**src/rtl/fam_wb_merge.sv**
```systemverilog
// FP writeback merge: FAM results (skid FIFO) + in-order FPI writeback onto one FRF port; FCSR accrual.
// Latency: FAM result accepted at t is written to the FRF at t+1 at the earliest (t with FAM_WB_BYPASS_EN).
// Backpressure: fam_yumi_o drops while the FIFO is full; a starved FIFO head raises fpi_stall_o for one cycle.
// Optional feature: define FAM_WB_BYPASS_EN for a zero-latency FAM path when the FIFO is empty and the port is idle.
module fam_wb_merge #(
    parameter int BUF_ELS      = 2,
    parameter int STARVE_LIMIT = 4
) (
    input  logic        clk_i,
    input  logic        reset_i,

    input  logic        fpi_v_i,
    input  logic        fpi_writes_frf_i,
    input  logic        fpi_writes_fflags_i,
    input  logic [4:0]  fpi_fflags_i,
    input  logic [4:0]  fpi_frd_addr_i,
    input  logic [31:0] fpi_data_i,
    output logic        fpi_stall_o,

    input  logic        fam_v_i,
    input  logic [31:0] fam_data_i,
    input  logic [4:0]  fam_fflags_i,
    input  logic [4:0]  fam_frd_addr_i,
    output logic        fam_yumi_o,

    output logic        frf_w_v_o,
    output logic [4:0]  frf_w_addr_o,
    output logic [31:0] frf_w_data_o,

    input  logic        csr_w_v_i,
    input  logic [7:0]  csr_w_data_i,
    output logic [7:0]  fcsr_o
);

    typedef struct packed {
        logic [31:0] data;
        logic [4:0]  fflags;
        logic [4:0]  addr;
    } entry_t;

    localparam int PTR_W = (BUF_ELS > 1) ? $clog2(BUF_ELS) : 1;
    localparam int CNT_W = $clog2(BUF_ELS + 1);
    localparam int STV_W = $clog2(STARVE_LIMIT + 1);

    localparam logic [PTR_W-1:0] LAST_PTR  = PTR_W'(BUF_ELS - 1);
    localparam logic [CNT_W-1:0] FULL_CNT  = CNT_W'(BUF_ELS);
    localparam logic [STV_W-1:0] STV_LIMIT = STV_W'(STARVE_LIMIT);

    // FIFO storage and pointers
    entry_t           mem_q [BUF_ELS];
    entry_t           mem_d [BUF_ELS];
    logic [PTR_W-1:0] rd_ptr_q, rd_ptr_d;
    logic [PTR_W-1:0] wr_ptr_q, wr_ptr_d;
    logic [CNT_W-1:0] count_q, count_d;

    // starvation tracking
    logic [STV_W-1:0] starve_q, starve_d;
    logic             stall_q, stall_d;

    // FCSR
    logic [2:0]       frm_q, frm_d;
    logic [4:0]       fflags_q, fflags_d;

    // datapath decisions for the current cycle
    logic             buf_empty;
    logic             buf_full;
    logic             fpi_accept;
    logic             fpi_frf_wr;
    logic             fpi_flag_wr;
    logic             pop;
    logic             push;
    logic             bypass;
    logic             yumi;
    entry_t           head;
    entry_t           fam_entry;
    logic [4:0]       fam_wr_flags;

    assign buf_empty = (count_q == '0);
    assign buf_full  = (count_q == FULL_CNT);
    assign head      = mem_q[rd_ptr_q];
    assign fam_entry = '{data: fam_data_i, fflags: fam_fflags_i, addr: fam_frd_addr_i};

    // FPI is ignored entirely while the stall is up; upstream holds its entry.
    assign fpi_accept  = fpi_v_i & ~stall_q;
    assign fpi_frf_wr  = fpi_accept & fpi_writes_frf_i;
    assign fpi_flag_wr = fpi_accept & fpi_writes_fflags_i;

    // The head drains whenever FPI leaves the port free (always so during a stall).
    assign pop = ~buf_empty & ~fpi_frf_wr;

`ifdef FAM_WB_BYPASS_EN
    assign bypass = buf_empty & ~fpi_frf_wr & fam_v_i;
`else
    assign bypass = 1'b0;
`endif

    // No push-on-pop: a full FIFO refuses the new result even if the head drains.
    assign yumi = fam_v_i & ~buf_full & ~reset_i;
    assign push = yumi & ~bypass;

    assign fam_yumi_o  = yumi;
    assign fpi_stall_o = stall_q;
    assign fcsr_o      = {frm_q, fflags_q};

    // FRF write port mux: FPI first, then FIFO head, then bypassed FAM result
    always_comb begin
        frf_w_v_o    = 1'b0;
        frf_w_addr_o = '0;
        frf_w_data_o = '0;
        fam_wr_flags = '0;
        if (!reset_i) begin
            if (fpi_frf_wr) begin
                frf_w_v_o    = 1'b1;
                frf_w_addr_o = fpi_frd_addr_i;
                frf_w_data_o = fpi_data_i;
            end else if (pop) begin
                frf_w_v_o    = 1'b1;
                frf_w_addr_o = head.addr;
                frf_w_data_o = head.data;
                fam_wr_flags = head.fflags;
            end else if (bypass) begin
                frf_w_v_o    = 1'b1;
                frf_w_addr_o = fam_entry.addr;
                frf_w_data_o = fam_entry.data;
                fam_wr_flags = fam_entry.fflags;
            end
        end
    end

    // FIFO next state: write at tail on push, advance head on pop, track occupancy
    always_comb begin
        mem_d    = mem_q;
        rd_ptr_d = rd_ptr_q;
        wr_ptr_d = wr_ptr_q;
        count_d  = count_q;
        if (push) begin
            mem_d[wr_ptr_q] = fam_entry;
            wr_ptr_d        = (wr_ptr_q == LAST_PTR) ? '0 : wr_ptr_q + 1'b1;
        end
        if (pop) begin
            rd_ptr_d = (rd_ptr_q == LAST_PTR) ? '0 : rd_ptr_q + 1'b1;
        end
        case ({push, pop})
            2'b10:   count_d = count_q + 1'b1;
            2'b01:   count_d = count_q - 1'b1;
            default: count_d = count_q;
        endcase
    end

    // Starvation counter: counts cycles the head sits undrained; the stall flop
    // rises the cycle after the count reaches the limit and forces a drain.
    always_comb begin
        starve_d = starve_q;
        if (pop || buf_empty) begin
            starve_d = '0;
        end else if (starve_q != STV_LIMIT) begin
            starve_d = starve_q + 1'b1;
        end
        stall_d = (starve_d == STV_LIMIT);
    end

    // FCSR: CSR write replaces the base value, flags written this cycle OR on top
    always_comb begin
        frm_d    = frm_q;
        fflags_d = fflags_q;
        if (csr_w_v_i) begin
            frm_d    = csr_w_data_i[7:5];
            fflags_d = csr_w_data_i[4:0];
        end
        if (fpi_flag_wr) begin
            fflags_d = fflags_d | fpi_fflags_i;
        end
        fflags_d = fflags_d | fam_wr_flags;
    end

    // State registers with synchronous reset; reset discards buffered results
    always_ff @(posedge clk_i) begin
        if (reset_i) begin
            for (int i = 0; i < BUF_ELS; i++) begin
                mem_q[i] <= '0;
            end
            rd_ptr_q <= '0;
            wr_ptr_q <= '0;
            count_q  <= '0;
            starve_q <= '0;
            stall_q  <= 1'b0;
            frm_q    <= '0;
            fflags_q <= '0;
        end else begin
            mem_q    <= mem_d;
            rd_ptr_q <= rd_ptr_d;
            wr_ptr_q <= wr_ptr_d;
            count_q  <= count_d;
            starve_q <= starve_d;
            stall_q  <= stall_d;
            frm_q    <= frm_d;
            fflags_q <= fflags_d;
        end
    end

endmodule

```
**config.mk**
```make
export PLATFORM = sky130hd
export DESIGN_NAME = fam_wb_merge
export DESIGN_NICKNAME = d
export VERILOG_FILES = /design/src/rtl/fam_wb_merge.sv
export SDC_FILE = /design/constraint.sdc
export NUM_CORES = 1
export LEC_CHECK = 0
export BUFFER_PORTS_ARGS = -buffer_cell sky130_fd_sc_hd__buf_2
export CAP_MARGIN = 20
export CELL_PAD_IN_SITES_DETAIL_PLACEMENT = 0
export CELL_PAD_IN_SITES_GLOBAL_PLACEMENT = 1
export CORE_MARGIN = 1
export CORE_UTILIZATION = 35
export DETAILED_ROUTE_END_ITERATION = 10
export GPL_ROUTABILITY_DRIVEN = 1
export PLACE_DENSITY = 0.72
export REMOVE_ABC_BUFFERS = 1
export SLEW_MARGIN = 20
export SYNTH_ARGS = -nofsm -noshare
export SYNTH_HDL_FRONTEND = slang
export SYNTH_SLANG_ARGS = --single-unit
```
**constraint.sdc**
```tcl
create_clock -name clk_i -period 2.7 [get_ports clk_i]
set_clock_uncertainty 0.05 [all_clocks]
set_input_delay 0.54 -clock clk_i [delete_from_list [all_inputs] [get_ports clk_i]]
set_output_delay 0.54 -clock clk_i [all_outputs]
set_load 0.02 [all_outputs]
```
**Word level (Yosys, flattened, before mapping)**

Index checks and enable logic that the tools add are counted.

- Logic and storage cells: 70
- Output and inout port bits: 48
- Register bits: 100
- Input port bits: 99

- Add/subtract/negate cells: 5
- Muxes and demuxes: 25
- Reductions and logical operators: 4
- Bitwise operators: 15
- $lt $le $gt $ge: 3
- Eq/ne operators: 5

Operators by type and width:

| cell | count |
|---|---|
| $mux W42 | 4 |
| $mux W32 | 3 |
| $bwmux W84 | 1 |
| $demux W42 S1 | 1 |
| $mux W5 | 8 |
| $or A5 B5 Y5 | 2 |
| $and A1 B1 Y1 | 6 |
| $mux W3 | 2 |
| $mux W1 | 5 |
| $not A1 Y1 | 5 |
| $eq A2 B2 Y1 const B | 2 |
| $ge A2 B2 Y1 const B | 2 |
| $not A1 Y2 | 2 |
| $pmux W2 S2 | 1 |
| $add A3 B1 Y3 const B | 1 |
| $eq A3 B3 Y1 const B | 1 |
| $ne A3 B3 Y1 const B | 1 |
| $add A1 B1 Y1 const B | 2 |
| $add A2 B1 Y2 const B | 1 |
| $eq A2 B1 Y1 const B | 1 |
| $logic_not A2 Y1 | 1 |
| $lt A2 B1 Y1 const B | 1 |
| $reduce_bool A2 Y1 | 1 |
| $sub A2 B1 Y2 const B | 1 |
| other kinds (2) | 2 |

**Longest topological paths before layout**

- Depth after elaboration: 9
- Gate-level depth with buffers: 8
- Mapped depth without buffers: 6

**Worst setup path before layout**

No wires, ideal clock.

- Path type: input-to-output
- Start point: input port reset_i
- End point: output port frf_w_data_o[10]
- Path buffers: 2
- Path slack: 520 ps
- Arrival time: 1590 ps
- Cell stages on the path: 5
- Required time: 2110 ps
- Cell sequence: buf_4 -> inv_2 -> o211ai_1 -> clkbuf_1 -> o21ai_0

- Cells in the longest elaborated chain, start to end: 1

RTL lines:

| item | line | source |
|---|---|---|
| from (decl) | 10 | `input logic reset_i,` |
| $mux W32 | 111 | `if (!reset_i) begin` |
| to (decl) | 28 | `output logic [31:0] frf_w_data_o,` |

No other way between the ends.

**Worst setup path in the final report**

- Start point: register rd_ptr_q
- End point: output port frf_w_data_o[9]

- Cells in the longest elaborated chain, start to end: 7

RTL lines:

| item | line | source |
|---|---|---|
| from (decl) | 52 | `logic [PTR_W-1:0] rd_ptr_q, rd_ptr_d;` |
| from (signal assigned) | 191 | `rd_ptr_q <= rd_ptr_d;` |
| $not A1 Y2 (implied by the code) | 80 | `assign head = mem_q[rd_ptr_q];` |
| $mux W42 (implied by the code) (3 in a row) | 80 |  |
| $mux W32 | 116 | `end else if (pop) begin` |
| $mux W32 | 112 | `if (fpi_frf_wr) begin` |
| $mux W32 | 111 |  |

No other way between the ends. The select of a mux whose other input is x is not followed.

==> reports/qor.csv <==
metric;value;unit
status;complete, no violations;
postCtsResizedCells;0;
yosysSeqAreaShare;40.6;%
tritoncts;yes;
setup_viol_count_final;0;
path_cells;buf_4, mux2i_1, o21ai_0, buf_2;
power_density;725;nW/um^2
ios;147;
antennaDiodeCount;0;
cp_data_arrival_time;1690;ps
setup_tns;0;ps
fp.dieH;121;um
synth_area_leaders;dfxtp_1 (41%), o311ai_1 (11%), mux2i_1 (9.1%);
hold_viol;0;
cts.clk_slew.worst_paths;60;ps
antenna_found_initial;0;
firstDrtPassIters;4;
grt_overflow;0;
holdWs;393;ps
clkLatencyLatePin;330;ps
leakage;2.46;nW
gp_congestion;0.716;
viasPerCell;5.56;
post-cts-setup-buffers;0;
maxSlewViolCount;0;
synth_edf_count;0;
grt_pass1_vias;4436;
p_int;0.00290;W
cp-end-kind;output pin;
syn_area_per_cell;8.86;um^2
power_frac_seq;40.5;%
synth_cell_types;40;
cts_root_buffer;clkbuf_16;
detailed_place_hpwl;8100;um
nets;762;
area_growth;22.0;%
ys_seq_elements;100;
crit_fanout;29;
cts_hold_buf;0;
p_comb_share;28.9;%
yosysMostFrequentCell;dfxtp_1;
wirelength;13200;um
grt.total_usage;18.6;%
max_freq;0.439;GHz
cp_data_required_time;2110;ps
cts_buffers;9;
rows;43;
die_area;14600;um^2
synthCells;557;
rsz0062_at_grt;false;
netlist.area_leader.share;40.6;%
hp-class;input port to register;
syn_area;4930;um^2
grt_max_degree;86;
drtIter0Drc;281;
io_buffers;146;
ys.flop_type;dfxtp_1;
drc;0;
synthTopCellsByCount;dfxtp_1 (100), o21ai_0 (68), o311ai_1 (60);
yosys_warnings;0;
cp_slowest_cell;buf_4;
num_vias;4690;
min_period_over_period;84.3;%
clock_path_buffers;2;
grt_first_pass_wirelength;21500;um
nFillCells;1392;
power.share.clock;30.6;%
crit_type;register to output pin;
core;13800;um^2
h-tree-depth;3;
ir_drop;0.322;mV
wl_per_cell;15.7;um
ant_nets;0;
startpoint_type;register;
cts.sinks;100;
cpPeakStageDelay;430;ps
p_switching;0.00146;W
drive_gt1_share;27.6;%
async_flop_share;0;%
die_w;121;um
start_util;35.7;%
min_period;2280;ps
tightest_slew;934;ps
synth_top_area_cell;dfxtp_1;
cap_violations;0;
slew_headroom;37.7;%
swShare;33.5;%
## cell families after synthesis
family                   Yosys count  share of synthesized area, %
AO/OA/AOI/OAI                    225                          32.2
multiplexers                      46                          9.36
XOR/XNOR                           3                         0.533
adder cells (fa/ha/maj)            3                         0.761
AND/OR/NAND/NOR                   66                          6.49
flip-flops                       100                          40.6
buffers and inverters            114                          10.1
## cell type report
type                            count  area (um^2)  area share (%)
Multi-Input combinational cell    343         2430            40.5
Sequential cell                   100         2000            33.3
Timing Repair Buffer              157          863            14.3
Clock buffer                       10          229            3.80
Tap cell                          180          225            3.74
Inverter                           49          184            3.06
Clock inverter                      5         77.6            1.29
## cells in the final DEF, fill, tap and decap left out, types with 9 or more instances in the layout
master / n
buf_2: 146
dfxtp_1: 98
o21ai_0: 68
o311ai_1: 60
inv_1: 46
mux2i_1: 45
o31ai_1: 42
nand2_1: 38
o311ai_0: 24
o21ai_1: 14
nor2_1: 9
clkbuf_16: 9
## critical path: cells and delay by family (launching register included)
family,cells,cell delay (ps)
buffers and inverters,2,600
flip-flops,1,330
multiplexers,1,300
AO/OA/AOI/OAI,1,110
## state kept, by name, summed over array words and instances (netlist names)
name and flops:
frm_q 3, starve_q 3, fpi_stall_o 1, mem_q 84, count_q 2, fflags_q 5
rd_ptr_q 1, wr_ptr_q 1
## final timing paths
check	start	end	slack, ps	depth (start not counted)
worst max register to register	count_q[1]	mem_q[58]	580	4
worst min-delay path	csr_w_data_i[6]	frm_q[1]	390	3
worst min register to register	mem_q[23]	mem_q[23]	430	2
worst max-delay path	rd_ptr_q	frf_w_data_o[9]	420	4
## power by group through the flow
| stage | Combinational (W) | Clock, W | Sequential (W) |
|---|---|---|---|
| 3_5_place_dp | 0.00128 | 0 | 0.00180 |
| 6_report | 0.00126 | 0.00133 | 0.00177 |
| 4_1_cts | 0.00129 | 0.00136 | 0.00177 |
| 3_3_place_gp | 0.00125 | 0 | 0.00179 |
| 5_1_grt | 0.00140 | 0.00143 | 0.00179 |
| 2_1_floorplan | 0.000722 | 0 | 0.00187 |
## layer usage
| metal | vias to the layer above | share of wire, % | GRT usage, % |
|---|---|---|---|
| met2 | 126 | 48 | 31.4 |
| met4 | 0 | 1.5 | 6.71 |
| met3 | 15 | 4.3 | 2.92 |
| li1 | 2301 | - | - |
| met1 | 2248 | 46 | 23.9 |
| met5 | - | 0 | 0 |
## per-stage QoR
stage               util [%]  power [W]  worst slack [ps]  cells  instance area (um^2)
floorplan                  -    0.00260              -601    492                  4620
CTS                     43.5    0.00442               393    844                  6020
detailed placement      41.3    0.00309               438    829                  5710
finish                  43.5    0.00436               424    844                  6020
global placement        41.3    0.00304               449    829                  5710
global route            43.5    0.00462               282    844                  6020
(Power assumes the default switching activity.)
